File: src/rtl/bus_cycle_ctrl.sv
// bus_cycle_ctrl: turns CPU microcycle strobes into registered SRAM/ROM/IO bus controls
// and owns the RAM/ROM bank registers. Define BUS_CYCLE_CHECK_EN to build the strobe-order checker.
module bus_cycle_ctrl #(
   parameter logic [7:0] IO_PAGE      = 8'h9F,
   parameter logic [7:0] RAMBANK_INIT = 8'h00,
   parameter logic [4:0] ROMBANK_INIT = 5'h00
) (
   input  logic        clk,
   input  logic        reset,
   input  logic        latch_ad,
   input  logic        setup_cs,
   input  logic        release_wr,
   input  logic        release_cs,
   input  logic [15:0] cpu_ab,
   input  logic        cpu_rwn,
   input  logic [7:0]  cpu_db,
   output logic [20:0] mem_ab,
   output logic        ram_csn,
   output logic        rom_csn,
   output logic        io_csn,
   output logic        mem_rdn,
   output logic        mem_wrn,
   output logic        breg_rd,
   output logic [7:0]  bank_q,
   output logic [7:0]  rambank,
   output logic [4:0]  rombank,
   output logic        seq_err
);

   typedef enum logic [1:0] {IDLE, DECODE, ACTIVE, WHOLD} state_t;
   typedef enum logic [1:0] {REG_BREG, REG_RAM, REG_IO, REG_ROM} region_t;

   state_t      state;
   region_t     region;
   region_t     region_d;
   logic [15:0] a_q;
   logic        rw_q;
   logic        first_q;
   logic [20:0] ab_d;

   // Address map decode of the latched CPU address; breg wins over everything.
   always_comb begin
      region_d = REG_RAM;
      ab_d     = {5'b00000, a_q};
      if (a_q[15:1] == 15'd0) begin
         region_d = REG_BREG;
      end else if (a_q[15:8] == IO_PAGE) begin
         region_d = REG_IO;
      end else if (a_q[15:14] == 2'b11) begin
         region_d = REG_ROM;
         ab_d     = {2'b00, rombank, a_q[13:0]};
      end else if (a_q[15:13] == 3'b101) begin
         region_d = REG_RAM;
         ab_d     = {rambank, a_q[12:0]};
      end
   end

   always_ff @(posedge clk) begin
      if (reset) begin
         state   <= IDLE;
         region  <= REG_RAM;
         a_q     <= 16'h0000;
         rw_q    <= 1'b1;
         first_q <= 1'b0;
         mem_ab  <= 21'd0;
         ram_csn <= 1'b1;
         rom_csn <= 1'b1;
         io_csn  <= 1'b1;
         mem_rdn <= 1'b1;
         mem_wrn <= 1'b1;
         breg_rd <= 1'b0;
         bank_q  <= RAMBANK_INIT;
         rambank <= RAMBANK_INIT;
         rombank <= ROMBANK_INIT;
      end else begin
         bank_q <= a_q[0] ? {3'b000, rombank} : rambank;
         case (state)
            IDLE: begin
               if (setup_cs && latch_ad) begin
                  a_q   <= cpu_ab;
                  rw_q  <= cpu_rwn;
                  state <= DECODE;
               end
            end
            DECODE: begin
               region  <= region_d;
               first_q <= 1'b1;
               state   <= ACTIVE;
               if (region_d == REG_BREG) begin
                  breg_rd <= rw_q;
               end else begin
                  mem_ab  <= ab_d;
                  mem_rdn <= ~rw_q;
                  ram_csn <= (region_d != REG_RAM);
                  rom_csn <= (region_d != REG_ROM);
                  io_csn  <= (region_d != REG_IO);
               end
            end
            ACTIVE: begin
               first_q <= 1'b0;
               if (release_wr && !rw_q && region == REG_BREG) begin
                  if (a_q[0]) rombank <= cpu_db[4:0];
                  else        rambank <= cpu_db;
               end
               // release_cs wins: it ends the cycle and also cancels a write not yet strobed.
               if (release_cs) begin
                  ram_csn <= 1'b1;
                  rom_csn <= 1'b1;
                  io_csn  <= 1'b1;
                  mem_rdn <= 1'b1;
                  mem_wrn <= 1'b1;
                  breg_rd <= 1'b0;
                  state   <= IDLE;
               end else if (release_wr) begin
                  mem_wrn <= 1'b1;
                  state   <= WHOLD;
               end else if (first_q && !rw_q && region != REG_BREG) begin
                  mem_wrn <= 1'b0;
               end
            end
            WHOLD: begin
               if (release_cs) begin
                  ram_csn <= 1'b1;
                  rom_csn <= 1'b1;
                  io_csn  <= 1'b1;
                  mem_rdn <= 1'b1;
                  mem_wrn <= 1'b1;
                  breg_rd <= 1'b0;
                  state   <= IDLE;
               end
            end
            default: state <= IDLE;
         endcase
      end
   end

`ifdef BUS_CYCLE_CHECK_EN
   logic seq_bad;
   assign seq_bad = ((latch_ad | setup_cs) && (state != IDLE))
                 || ((release_wr | release_cs) && (state == IDLE || state == DECODE))
                 || (latch_ad != setup_cs);

   always_ff @(posedge clk) begin
      if (reset)        seq_err <= 1'b0;
      else if (seq_bad) seq_err <= 1'b1;
   end
`else
   assign seq_err = 1'b0;
`endif

endmodule

File: config.mk
export PLATFORM = sky130hd
export DESIGN_NAME = bus_cycle_ctrl
export DESIGN_NICKNAME = d
export VERILOG_FILES = /design/src/rtl/bus_cycle_ctrl.sv
export SDC_FILE = /design/constraint.sdc
export NUM_CORES = 1
export LEC_CHECK = 0
export BUFFER_PORTS_ARGS = -buffer_cell sky130_fd_sc_hd__buf_2
export CAP_MARGIN = 30
export CORE_ASPECT_RATIO = 0.8
export CORE_MARGIN = 2
export CORE_UTILIZATION = 50
export DETAILED_ROUTE_END_ITERATION = 10
export PLACE_DENSITY = 0.78
export SLEW_MARGIN = 20
export SYNTH_ARGS = -nofsm -noshare
export SYNTH_HDL_FRONTEND = slang
export SYNTH_SLANG_ARGS = --single-unit
File: constraint.sdc
create_clock -name clk -period 4.55 [get_ports clk]
set_input_delay 0.6825 -clock clk [delete_from_list [all_inputs] [get_ports clk]]
set_output_delay 0.6825 -clock clk [all_outputs]
set_load 0.03 [all_outputs]
==> run metrics <==
internal power between 1 and 1.5 mW; Switch Pwr around 560 uW; num ports 80; fmax slightly below 500 MHz; Setup crit start kind flip-flop; Req. time, crit path 4.80 ns; global route overflow 0; setup violators final 0; DIE AREA 6480 sq um; fin. max-slew vios 0; clk slew on worst S/H paths 0.07 ns; WS Path Type flip-flop to flip-flop; post-synthesis sequential area ratio 0.4792; vias in the first global route 2226; CTS tree built; largest net degree at the start of global routing 45; Slew HR 0.4430; commonest cells after routing, fill and taps aside buf_2, dfxtp_1, nand2_1; Via Count 2515; RePlAce Congestion 0.8345; Die W slightly below 90 um; DRT iter0 DRCs 138; clk_skew 0.008845 ns; Worst Path Arrival approximately 2.3 ns; detailed placement HPWL ~4700 um; Sink Count 70; CP Buf/Inv Count 0; post-synthesis register bit count 70; outcome completed; Die Ht 72.40 um; logic gate share of total power 0.251; Root Buffer clkbuf_8; Slew @ Worst Pin 0.8307 ns; DR WL/cell ~14 um; nets@finish 437; Syn Inst Count about 330; Inserted Clock Buffers 9; initial antenna violation count 0; most common cell after layout, fill and taps aside buf_2; Final Hold Vio Count 0; post_cts resized 0; HP Class flip-flop to flip-flop; CORE AREA roughly 5600 sq um; Bufs on Longest Clock Path 2; Routed WL around 6600 um; setup TNS 0 ns; I/O Buffers 78; reg2reg setup slack 2.47 ns; Tot Pwr around 1.7 mW; total of max-cap violations 0; CTS H-tree depth 3; synth-to-layout area growth 20.50%; Via density 5.196; Post-CTS Setup Inserts 0; Clk network pwr share 0.330; Yosys top cell area share 0.4792; insertion delay to the later sink of the worst-skew pair 0.36 ns; first-pass GRT wire length about 11000 um; CP Cell Sequence or4_1 > nor2_1 > a21bo_4 > a21oi_1 > a31o_2; worst vdd ir between 0.2 and 0.25 mV; endpoint class of the critical path flip-flop; Synth Cell Area roughly 2900 sq um; syn nets 370; gr usage total 0.2170; kind of cell adding the most delay to the critical path simple AND/OR/NAND/NOR gates; Syn Area/Cell 8.755 sq um; Switching Fraction 0.3313; number of distinct library cells after synthesis 42; top cells by area, synth dfxtp_1, nand2_1, a21oi_1; crit-path max cell delay roughly 0.53 ns; Seq pwr share 0.419; YS warnings 0; Critical Path Fanout Max 23; drt first pass iters 4; top cell type by total area after synthesis dfxtp_1; Placement Rows 24; worst setup margin 2.472 ns; slowest CP cell or4_1; Initial Utilization 0.5264; ratio of final minimum period to clock period 0.4567; pwr/cell area a little under 500 nW/um^2; CTS Hold Buffers Added 0; minimum clock period 2.078 ns; Residual DRC 0; ANT cells 0; fraction of layout cells with a size suffix above 1 0.3227; dpl ws 2.463 ns; Leakage between 1.5 and 2 nW; RSZ-0062 raised after global routing false; DRT antenna net count 0
-- per-layer routing --
layer / share of wire / global-route usage
met4: 0.019 / 0.08955
met1: 0.49 / 0.3038
met5: 0 / 0
met2: 0.42 / 0.3062
met3: 0.070 / 0.07281
-- worst min-delay path, cell delays in order, from the launching register on --
cell	delay [ns]
dfxtp_1	0.31
nand2_1	0.05
a21oi_1	0.05
-- flip-flops by register name, indices dropped and copies added (netlist names) --
register and count:
rambank 8, state 2, region 2, mem_rdn 1, rw_q 1, io_csn 1
rom_csn 1, first_q 1, bank_q 8, breg_rd 1, mem_wrn 1, mem_ab 21
ram_csn 1, a_q 16, rombank 5
-- worst paths after layout --
kind / startpoint / to / depth (start not counted)
setup / recovery: a_q[1] / breg_rd / 5
hold / removal: mem_ab[13] / mem_ab[13] / 2
hold reg to reg: mem_ab[13] / mem_ab[13] / 2
setup reg to reg: a_q[1] / breg_rd / 5
-- power by group through the flow --
stage                     clock, mW  combinational [mW]  sequential (mW)
after global routing          0.597               0.466            0.719
after CTS                     0.568               0.426            0.710
final                         0.559               0.426            0.711
after detailed placement          0               0.424            0.724
after floorplan                   0               0.322            0.747
after global placement            0               0.414            0.723
-- synth_stat cells --
master	count
dfxtp_1	70
a21boi_2	1
nor3_1	4
buf_8	1
buf_2	2
a311o_1	1
a22o_1	3
nor2_1	23
ha_1	5
or2_2	1
nor3b_1	2
or4_4	1
a31o_2	2
nand3b_1	1
or4_1	2
a32oi_1	1
nor4_4	1
mux2i_1	15
nand2b_1	6
a21oi_2	15
nand2_1	66
o21bai_1	1
o21ai_0	6
a21oi_1	32
and3_1	1
and4b_1	1
a211oi_1	2
nor2b_1	5
a21o_1	1
a31oi_1	1
nand2_2	15
inv_1	4
buf_12	1
clkbuf_1	18
a21bo_4	1
o211ai_1	1
and2_1	3
nand3_1	12
o2111ai_1	1
conb_1	1
buf_4	1
nand4_1	3
-- cell families (layout without fill, tap and decap cells) --
family                     after synthesis  in the layout  share of synthesized area
AOI/OAI and AO/OA                       69             69                     0.1588
adders and majority gates                5              5                    0.02139
DFF                                     70             70                     0.4792
other                                    1              1                   0.001282
buffers and inverters                   27             99                    0.04621
and+or+nand+nor                        147            147                     0.2418
muxes                                   15             15                    0.05135
-- area by class of cell --
type | instances | area (sq um)
Tap cell | 78 | 97.59
Sequential cell | 70 | 1401
Fill cell | 476 | 2032
Multi-Input combinational cell | 237 | 1388
Timing Repair Buffer | 79 | 397.9
Inverter | 4 | 15.01
Clock inverter | 5 | 82.58
Clock buffer | 11 | 141.4
-- stage by stage --
step                      utilization  hold slack, ns  std cells  area, sq um
after floorplan                     -          0.4445        334         2924
after global placement         0.5939          0.4512        468         3299
after detailed placement       0.5939          0.4502        468         3299
after CTS                      0.6342          0.4602        484         3523
after global routing           0.6342          0.4806        484         3523
final                          0.6342          0.4574        484         3523
(Power assumes the default switching activity.)
